==> config.mk <==
export PLATFORM = sky130hd
export DESIGN_NAME = mem_arbiter
export DESIGN_NICKNAME = d
export VERILOG_FILES = /design/src/rtl/mem_arbiter.sv
export SDC_FILE = /design/constraint.sdc
export NUM_CORES = 1
export LEC_CHECK = 0
export ABC_AREA = 0
export CORE_ASPECT_RATIO = 0.6
export CORE_MARGIN = 2
export CORE_UTILIZATION = 57
export DETAILED_ROUTE_END_ITERATION = 12
export DONT_BUFFER_PORTS = 1
export HOLD_SLACK_MARGIN = 0.06
export PLACE_DENSITY = 0.79
export SLEW_MARGIN = 10
export SYNTH_ARGS = -nofsm -noshare
export SYNTH_HDL_FRONTEND = slang
export SYNTH_SLANG_ARGS = --single-unit
==> constraint.sdc <==
create_clock -name clk -period 1.65 [get_ports clk]
set_input_delay 0.165 -clock clk [delete_from_list [all_inputs] [get_ports clk]]
set_output_delay 0.165 -clock clk [all_outputs]
set_load 0.01 [all_outputs]
==> src/rtl/mem_arbiter.sv <==
// mem_arbiter: shares one multi-cycle main memory between the I-cache miss
// handler, the D-cache miss handler and the D-cache write-through path.
// A granted miss becomes a pipelined block fill of WORDS reads; a granted
// write becomes a single-cycle memory write. One owner at a time, with a
// one-cycle turnaround so the served requester can drop its request.
module mem_arbiter #(
  parameter int WORDS   = 8,
  parameter int MEM_LAT = 4
) (
  input  logic                       clk,
  input  logic                       rst,

  input  logic                       i_miss_req,
  input  logic [15:0]                i_miss_addr,
  output logic                       i_fill_valid,
  output logic [$clog2(WORDS)-1:0]   i_fill_word,
  output logic                       i_fill_done,

  input  logic                       d_miss_req,
  input  logic [15:0]                d_miss_addr,
  output logic                       d_fill_valid,
  output logic [$clog2(WORDS)-1:0]   d_fill_word,
  output logic                       d_fill_done,

  output logic [15:0]                fill_data,

  input  logic                       d_wr_req,
  input  logic [15:0]                d_wr_addr,
  input  logic [15:0]                d_wr_data,
  output logic                       d_wr_ack,

  output logic [15:0]                mem_addr,
  output logic [15:0]                mem_data_out,
  output logic                       mem_enable,
  output logic                       mem_wr,
  input  logic [15:0]                mem_data_in,
  input  logic                       mem_data_valid,

  output logic                       busy
);

  localparam int IDX_W = $clog2(WORDS);
  localparam int CNT_W = IDX_W + 1;
  localparam logic [CNT_W-1:0] CNT_LAST = CNT_W'(WORDS - 1);
  localparam logic [CNT_W-1:0] CNT_FULL = CNT_W'(WORDS);

  // Reject configurations the block addressing cannot support.
  if (MEM_LAT < 1 || WORDS < 2 || (WORDS & (WORDS - 1)) != 0) begin : g_bad_params
    $error("mem_arbiter: WORDS must be a power of two >= 2 and MEM_LAT >= 1");
  end

  typedef enum logic [1:0] {
    S_IDLE  = 2'd0,
    S_WRITE = 2'd1,
    S_FILL  = 2'd2,
    S_TURN  = 2'd3
  } state_t;

  typedef enum logic [1:0] {
    OWN_NONE = 2'd0,
    OWN_I    = 2'd1,
    OWN_D    = 2'd2,
    OWN_W    = 2'd3
  } owner_t;

  state_t            state;
  owner_t            owner;
  logic [CNT_W-1:0]  iss;
  logic [CNT_W-1:0]  ret;

  // Request payload captured at grant time.
  logic [15:0]       req_addr_p0;
  logic [15:0]       wr_data_p0;

  logic              issuing;
  logic              take_ret;
  logic              last_ret;

  // Word address of read number idx inside the block that contains a.
  // The block is aligned to 2*WORDS bytes; the low byte bit is dropped.
  function automatic logic [15:0] fill_addr(input logic [15:0]      a,
                                            input logic [CNT_W-1:0] idx);
    logic [15:0] mask;
    mask      = 16'hFFFF << (IDX_W + 1);
    fill_addr = (a & mask) + (16'(idx) << 1);
  endfunction

  assign issuing  = (state == S_FILL) && (iss != CNT_FULL);
  assign take_ret = (state == S_FILL) && mem_data_valid && (ret != CNT_FULL);
  assign last_ret = take_ret && (ret == CNT_LAST);

  // Control FSM: arbitration, ownership and fill counters.
  always_ff @(posedge clk) begin
    if (rst) begin
      state <= S_IDLE;
      owner <= OWN_NONE;
      iss   <= '0;
      ret   <= '0;
    end else begin
      case (state)
        S_IDLE: begin
          iss <= '0;
          ret <= '0;
          // Data side first: it is older in program order.
          if (d_wr_req) begin
            state <= S_WRITE;
            owner <= OWN_W;
          end else if (d_miss_req) begin
            state <= S_FILL;
            owner <= OWN_D;
          end else if (i_miss_req) begin
            state <= S_FILL;
            owner <= OWN_I;
          end
        end
        S_WRITE: begin
          state <= S_TURN;
        end
        S_FILL: begin
          if (issuing) begin
            iss <= iss + 1'b1;
          end
          if (take_ret) begin
            ret <= ret + 1'b1;
          end
          if (last_ret) begin
            state <= S_TURN;
          end
        end
        S_TURN: begin
          state <= S_IDLE;
          owner <= OWN_NONE;
        end
        default: begin
          state <= S_IDLE;
          owner <= OWN_NONE;
        end
      endcase
    end
  end

  // Payload capture in IDLE, same priority as the grant; data needs no reset.
  always_ff @(posedge clk) begin
    if (state == S_IDLE) begin
      if (d_wr_req) begin
        req_addr_p0 <= d_wr_addr;
        wr_data_p0  <= d_wr_data;
      end else if (d_miss_req) begin
        req_addr_p0 <= d_miss_addr;
      end else if (i_miss_req) begin
        req_addr_p0 <= i_miss_addr;
      end
    end
  end

  // Output decode from state, counters and captured payload only.
  always_comb begin
    mem_enable   = 1'b0;
    mem_wr       = 1'b0;
    mem_addr     = '0;
    mem_data_out = '0;
    d_wr_ack     = 1'b0;
    fill_data    = '0;
    i_fill_valid = 1'b0;
    i_fill_word  = '0;
    i_fill_done  = 1'b0;
    d_fill_valid = 1'b0;
    d_fill_word  = '0;
    d_fill_done  = 1'b0;
    case (state)
      S_WRITE: begin
        mem_enable   = 1'b1;
        mem_wr       = 1'b1;
        mem_addr     = req_addr_p0;
        mem_data_out = wr_data_p0;
        d_wr_ack     = 1'b1;
      end
      S_FILL: begin
        if (issuing) begin
          mem_enable = 1'b1;
          mem_addr   = fill_addr(req_addr_p0, iss);
        end
        if (take_ret) begin
          fill_data = mem_data_in;
          if (owner == OWN_I) begin
            i_fill_valid = 1'b1;
            i_fill_word  = ret[IDX_W-1:0];
            i_fill_done  = last_ret;
          end else if (owner == OWN_D) begin
            d_fill_valid = 1'b1;
            d_fill_word  = ret[IDX_W-1:0];
            d_fill_done  = last_ret;
          end
        end
      end
      default: begin
      end
    endcase
  end

  assign busy = (state != S_IDLE);

endmodule

==> results.toml, run 1 <==
[cts]
cts_buffers = 5
cts_sinks = 44
cts_root_buffer = "clkbuf_8"
cts_buffer_depth = 2
cts_tree = "done"
worstSkewPairLatency_ns = 0.31
clk_pin_slew_worst_paths_ns = 0.10
htree_levels = 2

[synth]
syn_nets = 384
synthTopCellsByCount = "edfxtp_1 (32), nand2_1 (32), and2_1 (26)"
yosysTopAreaCell = "edfxtp_1"
synth_cell_types = 45
avgSynthCellArea_um2 = 9.34
syn_area_um2 = 2690
synth_top_area_share_pct = 35.7
synth.area.top_cells = "edfxtp_1 (36%), dfxtp_1 (8.9%), mux2i_1 (6.7%)"
ys.warnings.count = 0
synthCells = 288
async_reset_ff_share_pct = 0
synth-seq-cells = 44
ys.flop_type = "edfxtp_1"
synth_edf_count = 32
seq_area_frac_synth_pct = 44.7

[critical_path]
start_kind = "flip-flop"
critPathRequiredTime_ns = 1.48
reg2reg_to = "iss[2]"
crit_type = "reg -> out"
arrival_ns = 2.13
endpoint_kind = "output port"
path_max_fanout = 3
crit_end = "mem_addr[12]"
cp-startpoint = "req_addr_p0[4]"
timing.rr.start = "iss[0]"
r2r_cells = 8
rrSetupSlack_ns = -0.08

[routing]
wl_per_cell_um = 25.0
drt_iter0_markers = 312
drtAntennaViolNets = 0
viasPerCell = 6.59
drt_wl_total_um = 10700
vias = 2829
dr.pass1.iters = 5
drc = 0

[layout]
n_antenna_cell = 0
drive_above_1_share_pct = 43.4
final_area_um2 = 4110
fillerInstances = 175
nets = 461
final_cells = 429
syn_to_final_growth_pct = 52.9

[global_routing]
grt_pass1_wl_um = 13400
grt_max_degree = 31
grt_pass1_vias = 2542
track_usage_pct = 33.6
antenna_found_initial = 0
overflow = 0

[run]
maxCapViolations = 0

[sta]
slew_viol_final = 0
finalSetupTns_ns = -8.59
fin_crit_ns = 2.29
finalHoldViolCount = 0
maxClockFrequency_mhz = 436
slew_headroom_pct = 67.9
setup_ws_ns = -0.642
skew_ns = 0.0147
setup_viol = 36
holdWs_ns = 0.0601
rsz0062_at_grt = "true"
period_share_pct = 139
worstMarginPinSlew_ns = 0.478

[placement]
gp_congestion = 0.921
placedCellCount = 377
dpl_cell_area_um2 = 3090
port-buffer-count = 0
dpl.hpwl_um = 5110

[die]
initial_core_util_pct = 58.9
fp-row-count = 19
die_w_um = 92.7
die_h_um = 57.2
io_pins = 148
coreArea_um2 = 4560
die_area_um2 = 5300

[power_and_ir_drop]
irDropWorstVdd_v = 0.00102
p_leak_nw = 1.63
p_per_area_nw_per_um2 = 1650

[min_path]
min-delay-start = "d_wr_addr[14]"
hold_path.class = "in -> reg"

[status]
violations = "negative setup slack"
outcome = "finished, violations left"
-- cell families after synthesis --
| group | Yosys count | synth area share [%] |
|---|---|---|
| AOI/OAI and AO/OA | 49 | 11.2 |
| xor gates and xnor gates | 7 | 2.28 |
| adders and majority gates | 10 | 4.65 |
| buffers and inverters | 29 | 4.33 |
| DFF | 44 | 44.7 |
| muxes | 19 | 7.12 |
| and+or+nand+nor | 130 | 25.8 |
-- cell type report --
class / count / area [µm²] / share of cell area (%)
Clock buffer: 7 / 97.6 / 2.37
Clock inverter: 1 / 30.0 / 0.730
Inverter: 12 / 50.0 / 1.22
Multi-Input combinational cell: 215 / 1800 / 43.8
Sequential cell: 44 / 1210 / 29.4
Tap cell: 63 / 78.8 / 1.92
Timing Repair Buffer: 87 / 842 / 20.5
-- per-layer routing --
| layer | GRT usage, % | up-vias | share of wire [%] |
|---|---|---|---|
| li1 | - | 1171 | - |
| met1 | 44.6 | 1310 | 37 |
| met2 | 54.2 | 281 | 46 |
| met3 | 6.87 | 67 | 12 |
| met4 | 15.1 | 0 | 5.9 |
| met5 | 0 | - | 0 |
-- power by group --
group,switching (W),internal (W)
Sequential,0.000272,0.00161
Clock,0.000379,0.000544
Combinational,0.00213,0.00185
Total,0.00278,0.00401
-- critical path: stages (launching register included) --
cell,delay [ns]
edfxtp_1,0.47
ha_4,0.18
ha_4,0.13
nand2_2,0.05
or3_4,0.34
or4_4,0.44
a31oi_4,0.20
-- metrics by stage --
step / total power, W / utilization, % / worst slack, ns
6_report: 0.00679 / 90.1 / -0.642
5_1_grt: 0.00696 / 90.1 / -0.657
4_1_cts: 0.00588 / 84.0 / -0.530
3_5_place_dp: 0.00416 / 67.7 / -0.259
3_3_place_gp: 0.00410 / 67.7 / -0.242
2_1_floorplan: 0.00328 / - / -0.221
-- worst min-delay path by stage --
stage	slack [ns]	depth (start not counted)	end
after floorplan	0.26	0	wr_data_p0[0]
after global placement	0.24	1	iss[1]
after detailed placement	0.24	1	iss[1]
after CTS	0.06	2	req_addr_p0[14]
after global routing	0.05	2	req_addr_p0[14]
final	0.06	2	req_addr_p0[14]
-- cells in the final DEF, fill, tap and decap left out, types with 3 or more instances in the layout --
master | synthesis | routed
buf_4 | 1 | 43
o21ai_0 | 20 | 17
nor2_4 | 0 | 4
buf_6 | 0 | 13
inv_1 | 12 | 7
xor2_1 | 5 | 4
mux2i_1 | 18 | 18
and2_1 | 26 | 9
ha_1 | 10 | 4
dfxtp_1 | 12 | 6
and2_4 | 0 | 17
and3_1 | 17 | 7
dlygate4sd3_1 | 0 | 25
ha_4 | 0 | 6
a21oi_1 | 8 | 7
or3_4 | 1 | 3
nor2_2 | 0 | 7
a22oi_2 | 0 | 5
nand3_1 | 8 | 6
buf_12 | 0 | 3
inv_2 | 0 | 3
nor2_1 | 23 | 12
clkbuf_8 | 0 | 5
nand4_1 | 3 | 3
nor3b_4 | 0 | 3
dfxtp_2 | 0 | 5
edfxtp_1 | 32 | 32
nand2_1 | 32 | 30
nand2b_1 | 3 | 3
and3_4 | 0 | 10
-- sequential cells by signal, summed over array words and instances, names as in the netlist --
register     flops
iss              4
owner            2
req_addr_p0     16
ret              4
state            2
wr_data_p0      16
-- what timing repair did --
action	4_1_cts	5_1_grt
resized for setup	71	49
hold endpoints to repair	30	0
endpoints found under the setup margin	60	61
pin swaps	24	20
hold buffers	25	0
cloned	1	0
buffers inserted	10	13
(Power assumes the default switching activity.)
==> run 2: changes to the inputs <==
--- a/config.mk
+++ b/config.mk
@@ -13,6 +13,7 @@
 export DONT_BUFFER_PORTS = 1
 export HOLD_SLACK_MARGIN = 0.06
 export PLACE_DENSITY = 0.79
+export RECOVER_POWER = 50
 export SLEW_MARGIN = 10
 export SYNTH_ARGS = -nofsm -noshare
 export SYNTH_HDL_FRONTEND = slang
==> results.toml, run 2 (synthesis results as in run 1) <==
[critical_path]
endpoint_kind = "output port"
arrival_ns = 2.12
cpPeakStageDelay_ns = 0.47
crit_type = "reg -> out"
crit_family = "simple AND/OR/NAND/NOR gates"
crit_top_cell = "ha_4"
start_kind = "flip-flop"
path_max_fanout = 3
crit_chain = "ha_4 > ha_4 > nand2_2 > or3_4 > or4_4 > a31oi_4"
crit_buf_inv = 0
timing.rr.start = "state[1]"
critPathRequiredTime_ns = 1.48
cp-startpoint = "req_addr_p0[4]"
crit_slowest_cell = "edfxtp_1"

[routing]
drt_wl_total_um = 10700
drc = 0
wl_per_cell_um = 25.0
vias = 2832
drt_iter0_markers = 287
dr.pass1.iters = 5
drtAntennaViolNets = 0
viasPerCell = 6.60

[cts]
cts_root_buffer = "clkbuf_8"
cts_sinks = 44
clk_pin_slew_worst_paths_ns = 0.10
cts_buffer_depth = 2
worstSkewPairLatency_ns = 0.31
cts_buffers = 5
cts_tree = "done"
htree_levels = 2

[die]
coreArea_um2 = 4560
fp-row-count = 19
initial_core_util_pct = 58.9
io_pins = 148
die_h_um = 57.2
die_w_um = 92.7
die_area_um2 = 5300

[layout]
drive_above_1_share_pct = 42.9
most-common-layout-cells = "buf_4 (42), edfxtp_1 (32), nand2_1 (30), dlygate4sd3_1 (25), mux2i_1 (18)"
final_cells = 429
n_antenna_cell = 0
fillerInstances = 180
syn_to_final_growth_pct = 52.1
layout_commonest_cell = "buf_4"
nets = 461
top_regs = "req_addr_p0: 16 flops, wr_data_p0: 16 flops"
final_util_pct = 89.6

[status]
outcome = "finished, violations left"
violations = "negative setup slack"

[global_routing]
overflow = 0
grt_pass1_vias = 2542
antenna_found_initial = 0
grt_max_degree = 31
grt_pass1_wl_um = 13400
track_usage_pct = 33.6

[sta]
rsz0062_at_grt = "true"
setup_ws_ns = -0.634
setup_viol = 77
finalSetupTns_ns = -11.67
period_share_pct = 138
maxClockFrequency_mhz = 438
fin_crit_ns = 2.28
worstMarginPinSlew_ns = 0.460
holdWs_ns = 0.0595
slew_viol_final = 0
finalHoldViolCount = 0
slew_headroom_pct = 69.1
skew_ns = 0.0172

[min_path]
hold_path.class = "in -> reg"
min-delay-start = "d_wr_addr[14]"

[power_and_ir_drop]
p_total_w = 0.00674
power_frac_comb_pct = 58.5
p_sw_share_pct = 41.2
clkPwrFrac_pct = 13.7
pwr-share-seq_pct = 27.8
p_per_area_nw_per_um2 = 1650
irDropWorstVdd_v = 0.00103
power.switching_w = 0.00278
p_leak_nw = 1.63
p_int_w = 0.00396

[placement]
port-buffer-count = 0
placedCellCount = 377
dpl.hpwl_um = 5110
gp_congestion = 0.921

[run]
maxCapViolations = 0
==> run 2: cell type report <==
class	instances	area, µm²	area share [%]
clock inverters	1	30.0	0.734
inverters	12	50.0	1.22
flip-flops and latches	44	1210	29.5
repair buffers	87	825	20.2
well taps	63	78.8	1.93
clock buffers	7	97.6	2.39
multi-input cells	215	1800	44.1
==> run 2: worst reg2reg max path, stage by stage (launching register included) <==
cell and delay, ns:
dfxtp_1 0.44, inv_1 0.14, ha_4 0.34, inv_4 0.06, bufbuf_16 0.27, buf_4 0.14, a211oi_2 0.19, nand2_1 0.07
o31ai_1 0.08
==> run 2: through the flow <==
step           worst slack (ns)  instance area [µm²]
6_report                 -0.634                 4090
5_1_grt                  -0.657                 4090
4_1_cts                  -0.530                 3830
3_5_place_dp             -0.259                 3090
3_3_place_gp             -0.242                 3090
2_1_floorplan            -0.221                 2750
==> run 2: routing by layer <==
metal	vias up	GRT usage, %	wire [µm]
met4	0	15.1	674
met2	277	54.2	4960
met5	-	0	0
met3	71	6.87	1180
met1	1315	44.6	3890
li1	1169	-	-
==> run 2: path summary, 6_finish.rpt <==
kind	to	slack (ns)	cells past startpoint
worst min-delay path	req_addr_p0[14]	0.06	2
worst max register to register	state[1]	-0.17	8
worst min register to register	owner[0]	0.58	2
worst max-delay path	mem_addr[12]	-0.63	6
==> run 2: timing repair <==
| action | 4_1_cts | 5_1_grt |
|---|---|---|
| hold buffers | 25 | 0 |
| setup buffers | 10 | 13 |
| resized for setup | 71 | 49 |
| endpoints found under the hold margin | 30 | 0 |
| endpoints found under the setup margin | 60 | 61 |
| gates cloned | 1 | 0 |
| pin swaps | 24 | 20 |
==> run 2: power groups by stage <==
stage	clock network (W)	registers, W	logic, W
after floorplan	0	0.00177	0.00151
after global placement	0	0.00179	0.00231
after detailed placement	0	0.00181	0.00235
after CTS	0.000919	0.00182	0.00314
after global routing	0.000969	0.00188	0.00405
final	0.000924	0.00187	0.00395
